[src/rtl/pong_pkg.sv]
// Shared pong definitions: screen geometry defaults, AI opponent state encoding,
// derived clamp limits and miss-generator constants.
package pong_pkg;

  localparam int SCREEN_HEIGHT_DEF = 600;
  localparam int PADDLE_HEIGHT_DEF = 100;

  typedef enum logic [1:0] {
    OFF    = 2'd0,
    CENTER = 2'd1,
    TRACK  = 2'd2
  } ai_state_t;

  // Paddle centre may never leave the screen, so targets are kept half a paddle in.
  localparam int CLAMP_LO = PADDLE_HEIGHT_DEF / 2;
  localparam int CLAMP_HI = SCREEN_HEIGHT_DEF - PADDLE_HEIGHT_DEF / 2;

  localparam int         MISS_OFFSET = 64;
  localparam logic [7:0] LFSR_SEED   = 8'hA5;

  function automatic logic [10:0] clamp_y(input logic [10:0] y,
                                          input logic [10:0] lo,
                                          input logic [10:0] hi);
    if (y < lo)
      return lo;
    else if (y > hi)
      return hi;
    else
      return y;
  endfunction

endpackage

[src/rtl/lfsr8.sv]
// Step-enabled 8-bit Fibonacci LFSR (taps 8,6,5,4) with synchronous reset to seed.
module lfsr8
  import pong_pkg::*;
#(
  parameter logic [7:0] SEED = LFSR_SEED
) (
  input  logic       clk,
  input  logic       rst,
  input  logic       step,
  output logic [7:0] value
);

  logic feedback;

  assign feedback = value[7] ^ value[5] ^ value[4] ^ value[3];

  always_ff @(posedge clk) begin
    if (rst)
      value <= SEED;
    else if (step)
      value <= {value[6:0], feedback};
  end

endmodule

[src/rtl/ai_paddle_ctl.sv]
// Computer opponent: emits one-frame up/down move strobes that steer the paddle
// toward a periodically re-latched target. Optional AI_MISS_EN adds random misses.
module ai_paddle_ctl
  import pong_pkg::*;
#(
  parameter int SCREEN_HEIGHT = SCREEN_HEIGHT_DEF,
  parameter int PADDLE_HEIGHT = PADDLE_HEIGHT_DEF,
  parameter int DEAD_ZONE     = 8,
  parameter int REACT_FRAMES  = 4
) (
  input  logic       clk,
  input  logic       rst,
  input  logic       enable,
  input  logic       frame_tick,
  input  logic [9:0] ball_y,
  input  logic       ball_dir,
  input  logic [9:0] pos_ply,
  output logic       ply_up,
  output logic       ply_down,
  output logic [1:0] ai_state
);

  localparam logic [10:0] LO   = 11'(PADDLE_HEIGHT / 2);
  localparam logic [10:0] HI   = 11'(SCREEN_HEIGHT - PADDLE_HEIGHT / 2);
  localparam logic [10:0] MID  = 11'(SCREEN_HEIGHT / 2);
  localparam logic [10:0] HALF = 11'(PADDLE_HEIGHT / 2);
  localparam logic [10:0] DZ   = 11'(DEAD_ZONE);
  localparam int          CW   = $clog2(REACT_FRAMES + 1);
  localparam logic [CW-1:0] LAST = CW'(REACT_FRAMES - 1);

  ai_state_t   state, next_state;
  logic [CW-1:0] react_cnt;
  logic [10:0] target;
  logic [10:0] ball_c, track_target, new_target, centre;
  logic        state_change, count_tick, latch, decide, want_up, want_down;

  always_comb begin
    next_state = state;
    if (!enable)
      next_state = OFF;
    else if (ball_dir)
      next_state = TRACK;
    else
      next_state = CENTER;
  end

  assign state_change = (next_state != state);
  assign count_tick   = frame_tick && (state != OFF) && !state_change;
  assign latch        = count_tick && (react_cnt == LAST);
  assign decide       = frame_tick && (state != OFF) && (next_state != OFF);

  assign ball_c = clamp_y({1'b0, ball_y}, LO, HI);

`ifdef AI_MISS_EN
  logic [7:0] lfsr;
  logic       miss;

  lfsr8 #(.SEED(LFSR_SEED)) u_lfsr (
    .clk   (clk),
    .rst   (rst),
    .step  (latch),
    .value (lfsr)
  );

  assign miss         = ((lfsr & 8'h07) == 8'h00);
  assign track_target = miss ? clamp_y(ball_c + 11'(MISS_OFFSET), LO, HI) : ball_c;
`else
  assign track_target = ball_c;
`endif

  assign new_target = (state == TRACK) ? track_target : MID;

  // Decisions compare against the target held before any same-cycle latch.
  assign centre    = {1'b0, pos_ply} + HALF;
  assign want_down = target > (centre + DZ);
  assign want_up   = centre > (target + DZ);

  always_ff @(posedge clk) begin
    if (rst) begin
      state <= OFF;
    end else begin
      state <= next_state;
    end
  end

  always_ff @(posedge clk) begin
    if (rst) begin
      react_cnt <= '0;
      target    <= MID;
    end else if (state_change) begin
      react_cnt <= '0;
    end else if (count_tick) begin
      if (latch) begin
        react_cnt <= '0;
        target    <= new_target;
      end else begin
        react_cnt <= react_cnt + 1'b1;
      end
    end
  end

  always_ff @(posedge clk) begin
    if (rst) begin
      ply_up   <= 1'b0;
      ply_down <= 1'b0;
    end else begin
      ply_up   <= decide && want_up;
      ply_down <= decide && want_down;
    end
  end

  assign ai_state = state;

endmodule

[config.mk]
export PLATFORM = sky130hd
export DESIGN_NAME = ai_paddle_ctl
export DESIGN_NICKNAME = d
export VERILOG_FILES = /design/src/rtl/pong_pkg.sv /design/src/rtl/lfsr8.sv /design/src/rtl/ai_paddle_ctl.sv
export SDC_FILE = /design/constraint.sdc
export NUM_CORES = 1
export LEC_CHECK = 0
export BUFFER_PORTS_ARGS = -buffer_cell sky130_fd_sc_hd__buf_2
export CAP_MARGIN = 5
export CELL_PAD_IN_SITES_DETAIL_PLACEMENT = 1
export CELL_PAD_IN_SITES_GLOBAL_PLACEMENT = 2
export CORE_MARGIN = 5
export CORE_UTILIZATION = 33
export CTS_CLUSTER_SIZE = 28
export DETAILED_ROUTE_END_ITERATION = 16
export GPL_ROUTABILITY_DRIVEN = 0
export PLACE_DENSITY = 0.88
export SLEW_MARGIN = 20
export SYNTH_ARGS = -nofsm -noshare
export SYNTH_HDL_FRONTEND = slang
export SYNTH_SLANG_ARGS = --single-unit
[constraint.sdc]
create_clock -name clk -period 2.9 [get_ports clk]
set_clock_uncertainty 0.2 [all_clocks]
set_input_delay 0 -clock clk [delete_from_list [all_inputs] [get_ports clk]]
set_output_delay 0 -clock clk [all_outputs]
set_load 0.005 [all_outputs]
==> results_dict.tcl <==
set metrics [dict create \
    clk_pin_slew_worst_paths_ns 0.07 \
    cts_max_path_buffers 2 \
    grt_usage_pct 14.2 \
    slowest_delay_ns 0.56 \
    vdd_drop_max_uv 180 \
    drc 0 \
    initial_core_util_pct 34.1 \
    wire_per_inst_um 13.8 \
    post_dp_cell_area_um2 1840 \
    crit_fanout 4 \
    insertion_delay_ns 0.25 \
    firstDrtPassIters 4 \
    synthesis.area_um2 1620 \
    synth_area_per_cell_um2 8.36 \
    avgViaCountPerCell 5.15 \
    die_width_um 80.1 \
    path_class "register to register" \
    rsz0062_at_grt "false" \
    rr_worst_depth 7 \
    synth-seq-cells 17 \
    synthCells 194 \
    finalSetupTns_ns 0 \
    die-area_um2 6420 \
    die_y_um 80.1 \
    grt_pass1_wl_um 7380 \
    first_iter_violations 28 \
    slew-limit-headroom_pct 68.9 \
    setup.worst_path.start "react_cnt[0]$_SDFFE_PP0P_" \
    layout_common_cells "buf_2 (28), ha_1 (25), dlygate4sd3_1 (20)" \
    hold_viol 0 \
    r2r_end "target[2]$_SDFFE_PP1P_" \
    worst_hold_path_type "input pin to register" \
    final_antenna_net_count 0 \
    grt_overflow_total 0 \
    place_ws_ns 0.244 \
    grt_max_degree 11 \
    p_leak_uw 0.000910 \
    seq_area_frac_synth_pct 21.0 \
    hold_path_end "target[4]$_SDFFE_PP0P_" \
    ctsHtreeMaxLevel 1 \
    post_cts_buffers 0 \
    min_from "ball_y[7]" \
    final_util_pct 43.9 \
    finalSetupViolations 0 \
    antenna_found_initial 0 \
    mostFrequentLayoutCell "buf_2" \
    powerDensity_nw_per_um2 287 \
    synth_edf_count 0 \
    io_pins 29 \
    maxSlewViolCount 0 \
    numCtsBuffers 3 \
    rrSetupSlack_ns 0.46 \
    dp_hpwl_um 3430 \
    layout_setup_ws_ns 0.462 \
    area_delta_synth_final_pct 28.8 \
    antenna_cells 0 \
    final.period_utilization_pct 84.1 \
    ys_types 45 \
    hold_depth 4 \
    syn_nets 244 \
    critPathSlowestCell "dlygate4sd3_1" \
    cts_resized 0 \
    num_vias 1607 \
    synth-main-ff-cell "dfxtp_1" \
    nets 296 \
    grt_pass1_vias 1659 \
    synthArstFlopShare_pct 0 \
    tightest_slew_ns 0.462 \
    cts_tree "built" \
    maxCapViolCount 0 \
    root_buffer "clkbuf_8" \
    layout_min_cycle_time_ns 2.44 \
    port_buffers 28 \
    power_uw 600 \
    clock_sinks 17 \
    r2r_start "react_cnt[0]$_SDFFE_PP0P_" \
    drive_above_1_share_pct 17.6 \
    crit_arrival_ns 2.37 \
    drt-total-wl_um 4300 \
    crit_required_ns 2.84 \
    path_cells "ha_1, ha_1, nand3_1, or2_2, nor2_1, a31oi_1, dlygate4sd3_1" \
    design_area_um2 2090 \
    max_freq_mhz 410 \
    num_rows 25 \
    status "finished clean" \
    path_common_cell "ha_1" \
    ys_warn_count 0 \
    end_kind "register" \
    fp.coreArea_um2 4750 \
    cp-start-kind "register" \
]
-- worst max path at each step --
stage,to,slack [ns],depth (start not counted)
CTS,target[2]$_SDFFE_PP1P_,0.45,7
global placement,ply_down$_SDFF_PP0_,0.34,12
finish,target[2]$_SDFFE_PP1P_,0.46,7
detailed placement,ply_down$_SDFF_PP0_,0.24,12
global route,target[2]$_SDFFE_PP1P_,0.32,7
floorplan,ply_down$_SDFF_PP0_,0.58,11
-- routing by layer --
| layer | vias to the layer above | global-route usage (%) | share of wire (%) |
|---|---|---|---|
| met5 | - | 0 | 0 |
| met4 | 0 | 3.55 | 1.1 |
| met3 | 5 | 1.35 | 3.8 |
| met2 | 40 | 26.0 | 48 |
| met1 | 747 | 17.7 | 47 |
| li1 | 815 | - | - |
-- registers in the layout, indices dropped and copies added (netlist names) --
signal	cells
ai_state	2
target	10
ply_down	1
react_cnt	3
ply_up	1
-- critical path, delay by kind of cell, from the launching register on --
| family | cells | cell delay [ns] |
|---|---|---|
| DFF | 1 | 0.37 |
| and+or+nand+nor | 3 | 0.70 |
| adders and majority gates | 2 | 0.36 |
| AOI/OAI and AO/OA | 1 | 0.12 |
| buffers and inverters | 1 | 0.56 |
-- cell families (layout without fill, tap and decap cells) --
group / count (synthesis) / after routing / share of synthesized area, %
AO/OA/AOI/OAI: 46 / 46 / 20.8
XOR/XNOR: 16 / 16 / 10.3
adder cells (fa/ha/maj): 25 / 25 / 19.3
buffers and inverters: 14 / 65 / 3.24
flip-flops: 17 / 17 / 21.0
AND/OR/NAND/NOR: 76 / 76 / 25.4
-- timing repair --
item	CTS	global route
endpoints found under the hold margin	17	0
hold buffers	20	0
setup endpoints to repair	0	0
-- cells in the mapped netlist, drive strengths merged, types with 3 or more instances --
cell type  instances  area [µm²]
inv               13        48.8
ha                25         313
dfxtp             17         340
o21ai              5        25.0
nand3             10        50.1
nor2b              3        18.8
or2                3        18.8
xnor2              8        77.6
a21oi             13        65.1
nand4              6        37.5
and3               3        18.8
nor2              13        48.8
o21a               3        22.5
nand3b             3        22.5
nor3               5        25.0
nand2             18        67.6
a21o               5        37.5
xor2               8        88.8
-- power breakdown --
group	leakage [µW]	internal (µW)	total, µW	switching [µW]
logic	0.000747	89.4	188	98.9
clock network	0.0000255	95.2	174	78.4
registers	0.000138	236	238	1.81
-- through the flow --
| step | hold WS, ns | cells |
|---|---|---|
| after floorplan | -0.124 | 194 |
| after global placement | 0.00765 | 288 |
| after detailed placement | 0.0181 | 288 |
| after CTS | 0.0314 | 312 |
| after global routing | 0.0808 | 312 |
| final | 0.0307 | 312 |
-- cell type report --
cell class / instances / area [µm²]
timing repair buffer: 48 / 340
fill: 586 / 2670
inverter: 13 / 48.8
clock buffer: 3 / 41.3
multi-input combinational: 163 / 1230
sequential: 17 / 340
clock inverter: 1 / 5.00
tap: 67 / 83.8
Note: power is estimated with default switching activity, not from simulation.
